===== config.mk =====
export PLATFORM = sky130hd
export DESIGN_NAME = voice_sched
export DESIGN_NICKNAME = d
export VERILOG_FILES = /design/src/rtl/voice_sched.sv
export SDC_FILE = /design/constraint.sdc
export NUM_CORES = 1
export LEC_CHECK = 0
export CORE_MARGIN = 1.5
export CORE_UTILIZATION = 44
export CTS_CLUSTER_DIAMETER = 50
export DETAILED_ROUTE_END_ITERATION = 6
export HOLD_SLACK_MARGIN = 0.05
export PLACE_DENSITY = 0.89
export SLEW_MARGIN = 25
export SYNTH_ARGS = -nofsm -noshare
export SYNTH_HDL_FRONTEND = slang
export SYNTH_SLANG_ARGS = --single-unit

===== constraint.sdc =====
create_clock -name clk_i -period 5.5 [get_ports clk_i]
set_input_delay 0.55 -clock clk_i [delete_from_list [all_inputs] [get_ports clk_i]]
set_output_delay 0.55 -clock clk_i [all_outputs]
set_load 0.1 [all_outputs]

===== src/rtl/voice_sched.sv =====
// voice_sched: sequences up to three voices through one envelope unit per sample tick and sums their outputs.
module voice_sched #(
  parameter int NUM_VOICES = 3
) (
  input  logic        clk_i,
  input  logic        rst_ni,
  input  logic        sample_tick_i,
  input  logic [2:0]  gate_i,
  input  logic [11:0] attack_i,
  input  logic [11:0] decay_i,
  input  logic [11:0] sustain_i,
  input  logic [11:0] release_i,
  output logic        env_start_o,
  output logic [1:0]  env_voice_idx_o,
  output logic        env_gate_o,
  output logic [3:0]  env_attack_o,
  output logic [3:0]  env_decay_o,
  output logic [3:0]  env_sustain_o,
  output logic [3:0]  env_release_o,
  input  logic        env_ready_i,
  input  logic [9:0]  env_wave_i,
  output logic [11:0] mix_o,
  output logic        mix_valid_o,
  output logic        busy_o,
  output logic        overrun_o,
  input  logic        clr_overrun_i
);
  typedef enum logic [1:0] {IDLE, ISSUE, WAIT, DONE} state_e;
  localparam logic [1:0] LAST = 2'(NUM_VOICES - 1);
  state_e      state_q, state_d;
  logic [1:0]  idx_q, idx_d;
  logic [11:0] acc_q, acc_d, mix_q, mix_d;
  logic        mix_valid_q, mix_valid_d, overrun_q, overrun_d;
  logic [3:0]  sel;
  assign sel             = {idx_q, 2'b00};
  assign env_start_o     = state_q == ISSUE;
  assign busy_o          = state_q != IDLE;
  assign env_voice_idx_o = idx_q;
  assign env_gate_o      = 1'(gate_i >> idx_q);
  assign env_attack_o    = 4'(attack_i >> sel);
  assign env_decay_o     = 4'(decay_i >> sel);
  assign env_sustain_o   = 4'(sustain_i >> sel);
  assign env_release_o   = 4'(release_i >> sel);
  assign mix_o           = mix_q;
  assign mix_valid_o     = mix_valid_q;
  assign overrun_o       = overrun_q;
  // Next-state: frame sequencing, accumulation and sticky overrun (set wins over clear).
  always_comb begin
    state_d     = state_q;
    idx_d       = idx_q;
    acc_d       = acc_q;
    mix_d       = mix_q;
    mix_valid_d = 1'b0;
    overrun_d   = (sample_tick_i && state_q != IDLE) ? 1'b1 : clr_overrun_i ? 1'b0 : overrun_q;
    case (state_q)
      IDLE: if (sample_tick_i) begin
        state_d = ISSUE;
        idx_d   = 2'd0;
        acc_d   = 12'd0;
      end
      ISSUE: state_d = WAIT;
      WAIT: if (env_ready_i) begin
        acc_d   = acc_q + {2'b00, env_wave_i};
        state_d = (idx_q < LAST) ? ISSUE : DONE;
        idx_d   = (idx_q < LAST) ? idx_q + 2'd1 : idx_q;
      end
      DONE: begin
        mix_d       = acc_q;
        mix_valid_d = 1'b1;
        state_d     = IDLE;
      end
      default: state_d = IDLE;
    endcase
  end
  // State registers with asynchronous active-low reset.
  always_ff @(posedge clk_i or negedge rst_ni) begin
    if (!rst_ni) begin
      state_q     <= IDLE;
      idx_q       <= 2'd0;
      acc_q       <= 12'd0;
      mix_q       <= 12'd0;
      mix_valid_q <= 1'b0;
      overrun_q   <= 1'b0;
    end else begin
      state_q     <= state_d;
      idx_q       <= idx_d;
      acc_q       <= acc_d;
      mix_q       <= mix_d;
      mix_valid_q <= mix_valid_d;
      overrun_q   <= overrun_d;
    end
  end
endmodule


==> reports/results.ini <==
[clock_network]
htree_num_levels=2
cts_sinks=30
numCtsBuffers=5
clock_path_buffers=2
cts_root_buf=clkbuf_8
cts_tree=yes
cts_hold_buf=0
clk_latency_ns=0.29
cts_setup_buffers=0
clkTransAtPathRegs_ns=0.06
cts_resized=0

[sta]
period_needed_ns=3.62
maxSlewHeadroom_pct=32.9
worst_slack_ns=1.88
rsz0062_at_grt=false
fin_skew_ns=0.00530
final.setup.tns_ns=0
drv_slew=0
setup_viol=0
worstMarginPinSlew_ns=1.00
fin_crit_sh_pct=65.8
fmax_mhz=276
final-hold-violation-count=0

[global_route]
grtUsageMet2_pct=39.8
grt_use_met3_pct=4.70
grtUsageMet1_pct=29.3
grt_max_degree=31
antenna_found_initial=0
grt-ovfl-total=0
top_usage_layer=met2
grt_usage_pct=22.8
grt_pass1_vias=1944
grt_pass1_wl_um=9230

[min_path]
hold_class=flip-flop to flip-flop

[die]
die-area_um2=4980
fp.dieW_um=70.6
fp-row-count=24
start_util_pct=45.8
die_height_um=70.6
core_um2=4380
design.portCount=101

[finish]
regArea_um2=751
fin_area_um2=3140
syn_to_final_growth_pct=56.3
diodes=0
nFillCells=329
layout-drive-gt1-share_pct=7.30
layout_common_cells=100 x clkdlybuf4s50_1, 37 x nand2_1, 30 x o21ai_0, 30 x dfrtp_1, 18 x mux2i_1
nNetsFinal=391
multi_input_area_um2=1190
stdcell_count=367
layout.cells.most_common=clkdlybuf4s50_1

[worst_setup_path]
worstSetupPathType=flip-flop to output pin
critPathRequiredTime_ns=4.95
cp_cell_sequence=nor2b_2, nand2_1, o21ai_0, clkdlybuf4s50_1
path_max_fanout=23
startpoint_type=flip-flop
worst_ep_arrival_time_ns=3.07
end_kind=output pin
critPathMaxStageDelay_ns=1.18
slowest_stage=clkdlybuf4s50_1

[synthesis]
synth-seq-area-share_pct=37.4
synthDistinctLibCells=46
avgSynthCellArea_um2=9.34
synth_nets=292
syn-cell-area_um2=2010
yosys_warnings=0
synthFlopType=dfrtp_1
synthCells=215
ys_ff_latch=30
async_flop_share_pct=100
synth_edf_count=0

[run]
cap_violations=0

[drt]
drt.antenna.violating_nets=0
via_count=1986
drtPass1Iterations=4
routed_wl_um=5710
drt_iter0_markers=104
wl_per_cell_um=15.6
vias_per_cell=5.41
drc=0

[place]
place_inst=359
port_buffers=100
gp_congestion=0.827
postPlaceCellArea_um2=3050
hpwl_um=4300
place_ws_ns=1.93

[run_status]
status=finished clean

[sequential cells by signal (all words and copies together) (netlist names)]
name / count
acc_q: 12
env_voice_idx_o: 2
mix_o: 12
mix_valid_o: 1
overrun_o: 1
state_q: 2
[final cells by class]
type	instances	area share [%]
clock buffer	7	2.75
clock inverter	1	0.159
inverter	8	0.957
multi-input combinational	167	37.8
sequential	30	23.9
tap	52	2.07
timing repair buffer	102	32.4
[path summary, 6_finish.rpt]
path | startpoint | to | slack, ns | depth (start not counted)
setup / recovery | env_voice_idx_o[1]$_DFFE_PN0P_ | env_decay_o[3] | 1.88 | 4
hold / removal | mix_o[10]$_DFFE_PN0P_ | mix_o[10]$_DFFE_PN0P_ | 0.48 | 2
setup reg to reg | acc_q[0]$_DFFE_PN0P_ | acc_q[8]$_DFFE_PN0P_ | 3.26 | 7
hold reg to reg | mix_o[10]$_DFFE_PN0P_ | mix_o[10]$_DFFE_PN0P_ | 0.48 | 2
max in group asynchronous | rst_ni | acc_q[2]$_DFFE_PN0P_ | 4.57 | 2
min in group asynchronous | rst_ni | mix_o[5]$_DFFE_PN0P_ | 0.64 | 2
[kinds of logic after synthesis]
group	after synthesis	share of synthesized area, %
buf+inv	18	3.68
xor+xnor	7	3.05
mux	28	14.6
flops	30	37.4
fa+ha+maj	11	7.23
simple gates	63	15.5
compound gates	58	18.6
[per-stage QoR]
step	hold WS (ns)	util [%]
after floorplan	0.254	-
after global placement	0.470	69.5
after detailed placement	0.474	69.5
after CTS	0.487	71.5
after global routing	0.522	71.6
final	0.484	71.6
[cells in the mapped netlist (all sizes together), types with 2 or more instances]
cell type	number	area share, %
a21o	6	2.2
a21oi	5	1.8
a31oi	4	1.2
buf	5	1.2
clkbuf	5	0.93
dfrtp	30	37
ha	10	6.2
inv	8	1.5
mux2	10	5.6
mux2i	18	9.0
nand2	37	6.9
nand2b	2	0.62
nand3	4	1.0
nor2	3	0.56
nor2b	2	0.62
nor3b	3	1.4
nor4	2	0.62
nor4b	2	0.87
o211ai	2	0.75
o21ai	30	7.5
xnor2	2	0.87
xor2	5	2.2
[routing by layer]
layer | wire, um | vias up
met2 | 2820 | 64
met3 | 286 | 9
met5 | 0 | -
met4 | 89 | 0
met1 | 2520 | 937
li1 | - | 976
[critical path: cells and delay by family, from the launching register on]
family | cells | cell delay [ns]
flops | 1 | 0.72
buf+inv | 1 | 1.18
compound gates | 1 | 0.11
simple gates | 2 | 0.76
Power is not shown: default switching activity piles up to over one toggle a cycle in this logic, so the estimate is an artifact.
